==> src/rtl/counter_timer_param.sv <==
// Chainable up/down counter-timer with prescaler, byte-writable registers,
// oneshot/continuous modes, PWM output, input capture and interrupt pulse.
module counter_timer_param #(
   parameter int unsigned WIDTH = 32,
   parameter int unsigned PSC_W = 8
) (
   input  logic               clkin,
   input  logic               resetn,
   input  logic               reg_cfg_we,
   input  logic [31:0]        reg_cfg_di,
   output logic [31:0]        reg_cfg_do,
   input  logic [WIDTH/8-1:0] reg_val_we,
   input  logic [WIDTH-1:0]   reg_val_di,
   output logic [WIDTH-1:0]   reg_val_do,
   input  logic [WIDTH/8-1:0] reg_cmp_we,
   input  logic [WIDTH-1:0]   reg_cmp_di,
   output logic [WIDTH-1:0]   reg_cmp_do,
   input  logic [WIDTH/8-1:0] reg_dat_we,
   input  logic [WIDTH-1:0]   reg_dat_di,
   output logic [WIDTH-1:0]   reg_dat_do,
   output logic [WIDTH-1:0]   reg_cap_do,
   input  logic               capture_in,
   input  logic               enable_in,
   input  logic               strobe_in,
   input  logic               stop_in,
   output logic               enable_out,
   output logic               strobe_out,
   output logic               stop_out,
   output logic               pwm_out,
   output logic               irq_out
);

   localparam int NB = WIDTH / 8;

   logic [6:0]       cfg_q;
   logic [PSC_W-1:0] prescale_q;
   logic [WIDTH-1:0] reload_q, reload_d;
   logic [WIDTH-1:0] cmp_q, cmp_d;
   logic [WIDTH-1:0] value_q, value_d;
   logic [WIDTH-1:0] cap_q;
   logic [PSC_W-1:0] psc_q, psc_d, psc_next;
   logic             cap_flag_q, cap_prev_q, cap_evt_q;
   logic             loc_en_prev_q;
   logic             stop_q, stop_d;
   logic             strobe_q, strobe_d;
   logic             pwm_q, pwm_d;
   logic             irq_q;

   logic enable, oneshot, updown, chain, irq_ena, pwm_ena, cap_irq_ena;
   logic loc_enable, tick, at_term, dat_wr, cap_rise;
   logic unused_cfg_di;

   assign enable      = cfg_q[0];
   assign oneshot     = cfg_q[1];
   assign updown      = cfg_q[2];
   assign chain       = cfg_q[3];
   assign irq_ena     = cfg_q[4];
   assign pwm_ena     = cfg_q[5];
   assign cap_irq_ena = cfg_q[6];

   assign loc_enable    = chain ? (enable & enable_in) : enable;
   assign dat_wr        = |reg_dat_we;
   assign cap_rise      = capture_in & ~cap_prev_q;
   assign unused_cfg_di = ^reg_cfg_di;

   always_comb begin
      reload_d = reload_q;
      cmp_d    = cmp_q;
      for (int b = 0; b < NB; b++) begin
         if (reg_val_we[b]) reload_d[8*b +: 8] = reg_val_di[8*b +: 8];
         if (reg_cmp_we[b]) cmp_d[8*b +: 8] = reg_cmp_di[8*b +: 8];
      end
   end

   always_comb begin
      value_d  = value_q;
      stop_d   = stop_q;
      strobe_d = 1'b0;
      psc_d    = psc_q;
      at_term  = updown ? (value_q == reload_q) : (value_q == '0);
      tick     = chain ? strobe_in : (psc_q == prescale_q);
      psc_next = (chain || tick) ? '0 : psc_q + 1'b1;

      if (!loc_enable) begin
         stop_d = 1'b0;
         psc_d  = '0;
      end else if (!loc_en_prev_q) begin
         // Re-enable edge: restart from the mode's start value, no tick this cycle
         value_d = updown ? '0 : reload_q;
         stop_d  = 1'b0;
         psc_d   = '0;
      end else begin
         psc_d = psc_next;
         if (!dat_wr && !stop_q) begin
            if ((chain && stop_in && at_term) || (tick && at_term)) begin
               strobe_d = 1'b1;
               if (oneshot) stop_d = 1'b1;
               else         value_d = updown ? '0 : reload_q;
            end else if (tick) begin
               value_d = updown ? value_q + 1'b1 : value_q - 1'b1;
            end
         end
      end

      // Software writes to the current value override any count this cycle
      for (int b = 0; b < NB; b++) begin
         if (reg_dat_we[b]) value_d[8*b +: 8] = reg_dat_di[8*b +: 8];
      end

      pwm_d = pwm_ena & loc_enable & (value_q < cmp_q);
   end

   always_ff @(posedge clkin or negedge resetn) begin
      if (!resetn) begin
         cfg_q         <= '0;
         prescale_q    <= '0;
         reload_q      <= '0;
         cmp_q         <= '0;
         value_q       <= '0;
         cap_q         <= '0;
         psc_q         <= '0;
         cap_flag_q    <= 1'b0;
         cap_prev_q    <= 1'b0;
         cap_evt_q     <= 1'b0;
         loc_en_prev_q <= 1'b0;
         stop_q        <= 1'b0;
         strobe_q      <= 1'b0;
         pwm_q         <= 1'b0;
         irq_q         <= 1'b0;
      end else begin
         if (reg_cfg_we) begin
            cfg_q      <= reg_cfg_di[6:0];
            prescale_q <= reg_cfg_di[8 +: PSC_W];
         end
         reload_q      <= reload_d;
         cmp_q         <= cmp_d;
         value_q       <= value_d;
         psc_q         <= psc_d;
         loc_en_prev_q <= loc_enable;
         stop_q        <= stop_d;
         strobe_q      <= strobe_d;
         pwm_q         <= pwm_d;
         cap_prev_q    <= capture_in;
         cap_evt_q     <= cap_rise;
         // Capture beats a same-cycle flag clear
         if (cap_rise) begin
            cap_q      <= value_q;
            cap_flag_q <= 1'b1;
         end else if (reg_cfg_we && reg_cfg_di[25]) begin
            cap_flag_q <= 1'b0;
         end
         irq_q <= (strobe_q & irq_ena) | (cap_evt_q & cap_irq_ena);
      end
   end

   always_comb begin
      reg_cfg_do              = '0;
      reg_cfg_do[6:0]         = cfg_q;
      reg_cfg_do[8 +: PSC_W]  = prescale_q;
      reg_cfg_do[24]          = stop_q;
      reg_cfg_do[25]          = cap_flag_q;
   end

   assign reg_val_do = reload_q;
   assign reg_cmp_do = cmp_q;
   assign reg_dat_do = value_q;
   assign reg_cap_do = cap_q;
   assign enable_out = enable;
   assign strobe_out = strobe_q;
   assign stop_out   = stop_q;
   assign pwm_out    = pwm_q;
   assign irq_out    = irq_q;

endmodule

==> config.mk <==
export PLATFORM = sky130hd
export DESIGN_NAME = counter_timer_param
export DESIGN_NICKNAME = d
export VERILOG_FILES = /design/src/rtl/counter_timer_param.sv
export SDC_FILE = /design/constraint.sdc
export NUM_CORES = 1
export LEC_CHECK = 0
export ABC_AREA = 1
export CAP_MARGIN = 10
export CORE_ASPECT_RATIO = 1.1
export CORE_MARGIN = 5
export CORE_UTILIZATION = 49
export CTS_CLUSTER_SIZE = 10
export DETAILED_ROUTE_END_ITERATION = 12
export GPL_ROUTABILITY_DRIVEN = 0
export GPL_TIMING_DRIVEN = 0
export PLACE_DENSITY = 0.9
export SLEW_MARGIN = 20
export SYNTH_ARGS = -nofsm -noshare
export SYNTH_HDL_FRONTEND = slang
export SYNTH_SLANG_ARGS = --single-unit
==> constraint.sdc <==
create_clock -name clkin -period 3.9 [get_ports clkin]
set_input_delay 0.585 -clock clkin [delete_from_list [all_inputs] [get_ports clkin]]
set_output_delay 0.585 -clock clkin [all_outputs]
set_load 0.005 [all_outputs]
After elaboration in Yosys (flattened, before gate mapping)
Cells that the tools add are included.
- equality and inequality tests: 17
- bitwise gates (word level): 8
- mux-type cells: 29
- order comparisons: 1
- $add $sub $neg: 3
- reduce and logical (&&, ||, !) cells: 21
- operators by type and width (kind ; number):
    2-to-1 mux 32 bit ; 8
    2-to-1 mux 8 bit ; 7
    adder 32 x 1 -> 32 bit, second input constant ; 1
    == test 32 bit ; 1
    zero test 32 bit ; 1
    less-than comparator 32 bit ; 1
    subtractor 32 x 1 -> 32 bit, second input constant ; 1
    != test 3 x 2 -> 1 bit, second input constant ; 6
    != test 4 x 2 -> 1 bit, second input constant ; 4
    != test 4 bit, second input constant ; 4
    AND reduction 4 bit ; 4
    2-to-1 mux 1 bit ; 14
    nonzero test 2 bit ; 5
    adder 8 x 1 -> 8 bit, second input constant ; 1
    == test 8 bit ; 1
    AND 1 bit ; 6
    logical AND 1 bit ; 5
    OR reduction 4 bit ; 1
    != test 3 bit, second input constant ; 1
    AND reduction 3 bit ; 1
    zero test 1 bit ; 2
    logical OR 1 bit ; 2
    NOT 1 bit ; 1
    bitwise OR 1 bit ; 1
- logic and storage cells: 103
- bits in registers: 159
- bits of input ports: 147

Logic depth before layout (Yosys ltp)
- depth after elaboration: 9
- depth in mapped cells: 18
- depth with buffers taken out: 17

Worst setup path after synthesis
Ideal clock, no wire load.
- path kind: register to register
- start point: reg cfg_q[2]
- end point: reg value_q[23], in the netlist reg_dat_do[23]
- path slack: 670 ps
- data arrival time: 3113 ps
- path buffers: 1
- cell stages (with the launch flop): 17
- cell sequence: dfrtp_1 inv_2 clkbuf_1 ha_1 or2_2 nand3_1 nand2_1 nand2_1 nand2_1 nand2_1 nand3b_1 nand2_1 nand3_1 nand3_1 nand2_1 nand2_1 nand2_1
- word-level cells in the longest chain between the ends: 8
- ends and longest elaborated chain (what ; line ; source):
    start: declaration ; 35 ; logic [6:0] cfg_q;
    start signal: assignment ; 132 ; cfg_q <= reg_cfg_di[6:0];
    2-to-1 mux 1 bit ; 80 ; at_term = updown ? (value_q == reload_q) : (value_q == '0);
    logical AND 1 bit ; 95 ; if ((chain && stop_in && at_term) || (tick && at_term)) begin
    logical OR 1 bit ; 95 ;
    2-to-1 mux 32 bit ; 95 ;
    2-to-1 mux 32 bit ; 94 ; if (!dat_wr && !stop_q) begin
    2-to-1 mux 32 bit ; 87 ; end else if (!loc_en_prev_q) begin
    2-to-1 mux 32 bit ; 84 ; if (!loc_enable) begin
    2-to-1 mux 8 bit ; 107 ; if (reg_dat_we[b]) value_d[8*b +: 8] = reg_dat_di[8*b +: 8];
    end signal: assignment ; 137 ; value_q <= value_d;
    end: declaration ; 39 ; logic [WIDTH-1:0] value_q, value_d;
Parallel ways exist; a longest one is shown, timed or not. The select of a mux whose other input is x is not followed.
A chain may end at the register's enable or synchronous reset.

Final worst setup path
- start point: reg cfg_q[2]
- end point: reg value_q[30], in the netlist reg_dat_do[30]
Same word-level chain as after synthesis.

==> flow_summary_export.csv <==
group,metric,value,unit
layout,layout-drive-gt1-share,0.0550,
floorplan,die_width,154,um
logic_synthesis,netlist.area_leader.share,0.357,
floorplan,io_pins,312,
grt,grt_pass1_vias,12041,
status,status,"finished clean",
sta,fmax,300,MHz
routing,routed_wl,40.5,mm
logic_synthesis,synth_area_leader_cell,"dfrtp_1",
logic_synthesis,syn_avg_cell_area,6.80,um2
floorplan,initial_core_util,0.500,
logic_synthesis,synth_edf_count,0,
clock_tree,cts_tree,"yes",
setup_path,cp_max_fo,27,
grt,grt_overflow,0,
clock_tree,cts-root-buf,"clkbuf_16",
sta,period_share,0.854,
sta,finalWorstSetupSlack,571,ps
grt,grt_max_degree,95,
layout,utilization,0.675,
grt,track_usage,0.305,
setup_path,cp_data_arrival_time,3660,ps
routing,drt-pass1-iter-count,6,
sta,grt_setup_unrepaired,"false",
flow_run,drv_cap,0,
pwr,vdd_drop_max,354,uV
clock_tree,clk_pin_slew_worst_paths,70,ps
grt,grt.busiest_layer,"met2",
logic_synthesis,synth_seq_cells,159,
sta,holdWs,94.7,ps
place,port_buffers,279,
setup_path,crit_path_end_kind,"flip-flop",
setup_path,r2r_cells,16,
pwr,p_per_area,483,mW/mm2
layout,final_nets,2162,
sta,hold_viol_final,0,
sta,worst_slew_pin_slew,1170,ps
sta,max_slew_margin,0.210,
clock_tree,ctsResizeCount,0,
logic_synthesis,yosys-top-cells-area,"dfrtp_1 36%, nand2_1 18%, inv_1 7.8%, ha_1 7.0%, nand3_1 6.2%",
grt,use_met1,0.367,
logic_synthesis,ys_types,45,
setup_path,cp.required,4230,ps
place,dp_slack,681,ps
clock_tree,clk_path_buf_depth,2,
place,dp_hpwl,31.5,mm
grt,grt_util_met2,0.504,
floorplan,die_area,0.0258,mm2
clock_tree,hold_buffers,0,
layout,syn_to_final_growth,34.9,%
logic_synthesis,netlist_instances,1638,
sta,clock_skew,12.2,ps
clock_tree,clk_latency,450,ps
routing,num_vias,12385,
routing,drtAntennaViolNets,0,
grt,grt_pass1_wl,62.7,mm
floorplan,die_h,168,um
routing,wl_per_cell,17.9,um
clock_tree,cts_sinks,159,
logic_synthesis,yosys_warnings,0,
logic_synthesis,ys_seq_area_frac,0.357,
logic_synthesis,async_flop_share,1.00,
setup_path,startpoint_type,"flip-flop",
sta,setup_viol,0,
floorplan,core.rowCount,57,
grt,grtUsageMet3,0.0598,
routing,drt_iter0_drc,1251,
clock_tree,cts_setup_buffers,0,
logic_synthesis,synth_area,0.0111,mm2
grt,antenna_found_initial,3,
clock_tree,cts-buffers-inserted,17,
sta,slew_violations,0,
logic_synthesis,synthFlopType,"dfrtp_1",
pwr,leakage,7.65,nW
layout,final_cells,2264,
sta,min_period,3330,ps
place,place_inst,2228,
min_path,min_path_type,"in2async",
routing,drc,0,
clock_tree,ctsHtreeMaxLevel,4,
routing,viasPerCell,5.47,
floorplan,core-area,0.0223,mm2
setup_path,setup.worst_path.class,"reg2reg",
==> stage by stage <==
| step | power (mW) | TNS [ps] | instance area, um2 |
|---|---|---|---|
| after detailed placement | 5.40 | 0 | 14400 |
| after floorplan | 4.01 | 0 | 11200 |
| after CTS | 7.17 | 0 | 15000 |
| after global placement | 5.27 | -676720 | 14300 |
| final | 7.26 | 0 | 15000 |
| after global routing | 7.67 | 0 | 15000 |
==> synth_stat cells (5+ instances only) <==
cell,instances
a21oi_1,39
buf_4,21
buf_6,5
clkbuf_1,23
dfrtp_1,159
ha_1,62
inv_1,231
mux2_2,7
nand2_1,545
nand3_1,138
nand3_2,5
nand4_1,25
nor2_1,138
nor3_1,15
o21ai_0,117
or2_2,19
xnor2_1,20
xor2_1,18
==> cells by family after synthesis <==
group,count (synthesis),share of synthesized area
xor+xnor,38,0.0299
other cells,1,0.000337
compound gates,177,0.0844
simple gates,902,0.341
fa+ha+maj,63,0.0715
flops,159,0.357
mux,7,0.00708
buf+inv,291,0.109
==> where the power goes <==
| group | internal [mW] | total (mW) | switching [mW] | leakage, nW |
|---|---|---|---|---|
| Combinational | 1.38 | 3.19 | 1.81 | 5.38 |
| Sequential | 1.89 | 2.31 | 0.417 | 1.96 |
| Clock | 0.967 | 1.76 | 0.795 | 0.299 |
| Total | 4.24 | 7.26 | 3.02 | 7.65 |
==> cell usage in the layout, fill, tap and decap left out, drive strengths merged, types with 3 or more instances in the layout <==
| cell | instances |
|---|---|
| or2 | 20 |
| xnor2 | 20 |
| nor3 | 17 |
| clkdlybuf4s50 | 278 |
| o21bai | 3 |
| nand2 | 546 |
| diode | 4 |
| a21oi | 39 |
| xor2 | 18 |
| dfrtp | 159 |
| o21ai | 118 |
| conb | 15 |
| and2 | 3 |
| nand4 | 25 |
| nor2 | 142 |
| inv | 243 |
| and3 | 4 |
| clkinv | 5 |
| mux2 | 7 |
| buf | 36 |
| ha | 62 |
| nand3 | 144 |
| clkbuf | 40 |
==> critical path, stage by stage (launching register included) <==
cell	delay [ps]
dfrtp_1	660
inv_2	170
clkbuf_2	330
buf_16	270
ha_1	380
nand2_1	120
nor2_1	250
and3_1	200
nand2_1	50
nand2_1	170
nand3_1	170
nand2_1	110
nand2_1	50
nand4_1	100
nand3_1	80
nand2_1	80
nand2_1	40
==> worst paths after layout <==
path	to	start	slack, ps
worst max-delay path	reg_dat_do[30]	cfg_q[2]	570
max in group asynchronous	reg_val_do[26]	resetn	2960
min in group clkin	cap_evt_q	cap_prev_q	440
worst max register to register	reg_dat_do[30]	cfg_q[2]	570
worst min-delay path	reg_dat_do[3]	resetn	90
worst min register to register	cap_evt_q	cap_prev_q	440
==> final cells by class <==
| class | instances | area (um2) |
|---|---|---|
| inverters | 235 | 882 |
| repair buffers | 281 | 2850 |
| multi-input cells | 1202 | 5990 |
| diodes | 4 | 10.0 |
| plain buffers | 56 | 332 |
| flip-flops and latches | 159 | 3980 |
| clock inverters | 15 | 174 |
| well taps | 295 | 369 |
| fillers | 1775 | 7230 |
| clock buffers | 17 | 425 |
==> per-layer routing <==
layer	share of wire	vias up
met5	0	-
met4	0.066	0
met3	0.098	193
met2	0.47	759
met1	0.37	5648
li1	-	5785
==> flip-flops by register name, summed over array words and instances (netlist names) <==
name,count
reg_cap_do,32
stop_out,1
strobe_out,1
reg_dat_do,32
loc_en_prev_q,1
cap_evt_q,1
pwm_out,1
prescale_q,8
cap_prev_q,1
cfg_q,7
reg_cmp_do,32
psc_q,8
irq_out,1
cap_flag_q,1
reg_val_do,32
Note: power is estimated with default switching activity, not from simulation.
==> edit: new RTL, same settings <==
Register the input `reg_cfg_di` before use, with the module's reset. The logic sees it one clock later. The other inputs are not delayed to match.
--- a/src/rtl/counter_timer_param.sv
+++ b/src/rtl/counter_timer_param.sv
@@ -33,4 +33,14 @@
    localparam int NB = WIDTH / 8;
 
+   logic [31:0] reg_cfg_di_q;
+
+   always_ff @(posedge clkin or negedge resetn) begin
+      if (!resetn) begin
+         reg_cfg_di_q <= '0;
+      end else begin
+         reg_cfg_di_q <= reg_cfg_di;
+      end
+   end
+
    logic [6:0]       cfg_q;
    logic [PSC_W-1:0] prescale_q;
@@ -62,5 +72,5 @@
    assign dat_wr        = |reg_dat_we;
    assign cap_rise      = capture_in & ~cap_prev_q;
-   assign unused_cfg_di = ^reg_cfg_di;
+   assign unused_cfg_di = ^reg_cfg_di_q;
 
    always_comb begin
@@ -130,6 +140,6 @@
       end else begin
          if (reg_cfg_we) begin
-            cfg_q      <= reg_cfg_di[6:0];
-            prescale_q <= reg_cfg_di[8 +: PSC_W];
+            cfg_q      <= reg_cfg_di_q[6:0];
+            prescale_q <= reg_cfg_di_q[8 +: PSC_W];
          end
          reload_q      <= reload_d;
@@ -147,5 +157,5 @@
             cap_q      <= value_q;
             cap_flag_q <= 1'b1;
-         end else if (reg_cfg_we && reg_cfg_di[25]) begin
+         end else if (reg_cfg_we && reg_cfg_di_q[25]) begin
             cap_flag_q <= 1'b0;
          end
Formal check against the unedited RTL: not equivalent (a bounded check fails within 4 cycles, from zero or initial values and one cycle with resetn low).
==> edit against the original RTL <==
Worst hold slack got worse by 0.091 ns; sequential cell count rose by 16; sequential power rose by 6%; non-clock buffer count fell by 3; wire length fell by 0.81%; core utilization fell by 1.7 points; critical path depth fell by 1; global-route usage fell by 1.1 points; design area rose by 2.9%; via count fell by 0.31%; synthesized area rose by 3.7%; power rose by 2.2%; worst setup slack improved by 0.085 ns; die area rose by 3.5%; largest cell class unchanged; largest power group unchanged; highest routed layer unchanged.
==> edit: results (changes against the original RTL) <==
Parameter                              Value

Outcome
  Result of the run ... finished clean (unchanged)

Yosys
  Proportion of netlist area held by the largest area contributor ... 37.9% (was 35.7%)
  Cell types with the highest counts after synthesis ... nand2_1 (556), inv_1 (247), dfrtp_1 (175) (was nand2_1 (545), inv_1 (231), dfrtp_1 (159))
  Sequential cell area fraction in the yosys report ... 37.9% (was 35.7%)
  Dominant register cell in the synthesized netlist ... dfrtp_1 (unchanged)
  Ys Warns ... 0 (unchanged)
  Distinct cell type count of the synthesized netlist ... 48 (was 45)
  Share of flip-flops with an asynchronous set or reset ... 100% (unchanged)
  Largest cells by area after synthesis ... dfrtp_1 (38%), nand2_1 (18%), inv_1 (8.0%) (was dfrtp_1 (36%), nand2_1 (18%), inv_1 (7.8%))

Worst setup path
  Max stage delay on crit path ... 0.65 ns
  Cell with the biggest individual delay on the critical path ... inv_2 (was dfrtp_1)
  Crit path DAT ... 3.59 ns (was 3.66 ns)
  Peak fanout along the critical path ... 36 (was 27)

Placement
  Count of port buffers added during placement ... 279 (unchanged)
  DPL Wire Length ... 31.8 mm (was 31.5 mm)

Routing
  Detailed-route wire length ... 40.2 mm (was 40.5 mm)
  Number of iterations in the first detailed-routing pass ... 7 (was 6)
  Via-to-Cell Ratio ... 5.45 (was 5.47)
  Count of routing violations after the opening detailed-route iteration ... 1,176 (was 1,251)

Clocking
  Post-cts sizing count ... 0 (unchanged)
  Maximum level of the CTS H-tree ... 4 (unchanged)
  Buffers from clock root to sink, at most ... 2 (unchanged)
  Buffers inserted during post-CTS setup optimization ... 0 (unchanged)
  Number of CTS-inserted buffers ... 17 (unchanged)
  CTS clock-pin slew for the worst setup and hold paths ... 0.07 ns (about the same)
  Insertion delay to the later sink of the worst-skew pair ... 0.46 ns
  Buffer type at the clock tree root ... clkbuf_16 (unchanged)

Finish
  Fraction of final layout cells sized beyond drive strength 1 ... 6.94% (was 5.50%)
  # nets final ... 2,157 (was 2,162)

GRT
  Global-route wire length before repair ... 61.9 mm (was 62.7 mm)
  Overall fraction of global-route tracks in use ... 29.4% (was 30.5%)
  Initial antenna violation count ... 1 (was 3)
  Number of global-route vias before repair ... 12,300 (was 12,000)
  Pin count of the biggest net entering global routing ... 73 (was 95)

STA
  Slew Limit Headroom ... 47.3% (was 21.0%)
  Clock skew after layout ... 0.0134 ns (was 0.0122 ns)

Pwr
  Leakage dissipation ... 7.90 nW (was 7.65 nW)
  Maximum vdd drop ... 0.000364 V (was 0.000354 V)

Run
  Maximum capacitance violations ... 0 (unchanged)

Min path
  Hold WC Path Type ... input pin to async pin (unchanged)
-- edit: changes by cell type after synthesis, sizes merged, moves of 3 or more --
cell and change:
or2 +6, and3 -4, nand4 -9, o21ai -12, nor2 -25, a21oi -3, nand2 +13, nand3 -6
nor3 +4, inv +15, xnor2 -5, dfrtp +16
-- edit: area by class of cell --
cell class / count / area (µm²)
antenna: 2 / 5.00
buffer: 53 / 318
clock buffer: 17 / 425
clock inverter: 15 / 193
fill: 1863 / 8020
inverter: 250 / 938
multi-input combinational: 1169 / 5960
sequential: 175 / 4380
tap: 305 / 382
timing repair buffer: 281 / 2850
-- edit: critical path: cells and delay by family, from the launching register on --
family                     cells  cell delay, ns
DFF                            1            0.55
adders and majority gates      1            0.43
and+or+nand+nor               13            1.47
buffers and inverters          1            0.65
-- edit: final timing paths --
| kind | start | slack (ns) | to | cells past startpoint |
|---|---|---|---|---|
| worst max-delay path | cfg_q[2] | 0.66 | reg_dat_do[31] | 15 |
| worst min-delay path | resetn | 0.003 | cap_evt_q | 1 |
| worst max register to register | cfg_q[2] | 0.66 | reg_dat_do[31] | 15 |
| worst min register to register | cap_prev_q | 0.42 | cap_evt_q | 1 |
| max in group asynchronous | resetn | 2.87 | reg_dat_do[5] | 3 |
| min in group clkin | cap_prev_q | 0.42 | cap_evt_q | 1 |
-- edit: metal layers --
metal	vias to the layer above	track usage [%]	part of all wire, %
met2	746	50.6	48
li1	5739	-	-
met3	197	6.05	9.1
met1	5665	33.4	36
met4	0	17.8	7.1
met5	-	0	0
-- edit: power by group --
group          total (mW)  leakage, nW  switching, mW  internal (mW)
Combinational        3.18         5.44           1.81           1.37
Clock                1.80        0.304          0.873          0.931
Sequential           2.44         2.15          0.375           2.06
-- edit: cells by family (layout without fill, tap and decap cells) --
family | Yosys count | in the layout | share of synthesized area (%)
and+or+nand+nor | 883 | 883 | 33.1
buffers and inverters | 303 | 616 | 10.9
DFF | 175 | 175 | 37.9
AOI/OAI and AO/OA | 165 | 165 | 7.76
adders and majority gates | 63 | 63 | 6.89
xor gates and xnor gates | 34 | 34 | 2.58
muxes | 9 | 9 | 0.878
other | 1 | 17 | 0.0325
-- edit: per-stage QoR --
stage	instance area [µm²]	power, mW	setup WS [ns]	std cells	hold slack, ns
2_1_floorplan	11600	4.16	1.50	1647	0.289
3_3_place_gp	14800	5.41	-4.77	2231	0.394
3_5_place_dp	14800	5.53	0.832	2233	0.420
4_1_cts	15500	7.35	0.731	2265	0.0118
5_1_grt	15500	7.86	0.472	2266	0.0277
6_report	15500	7.42	0.655	2267	0.00325
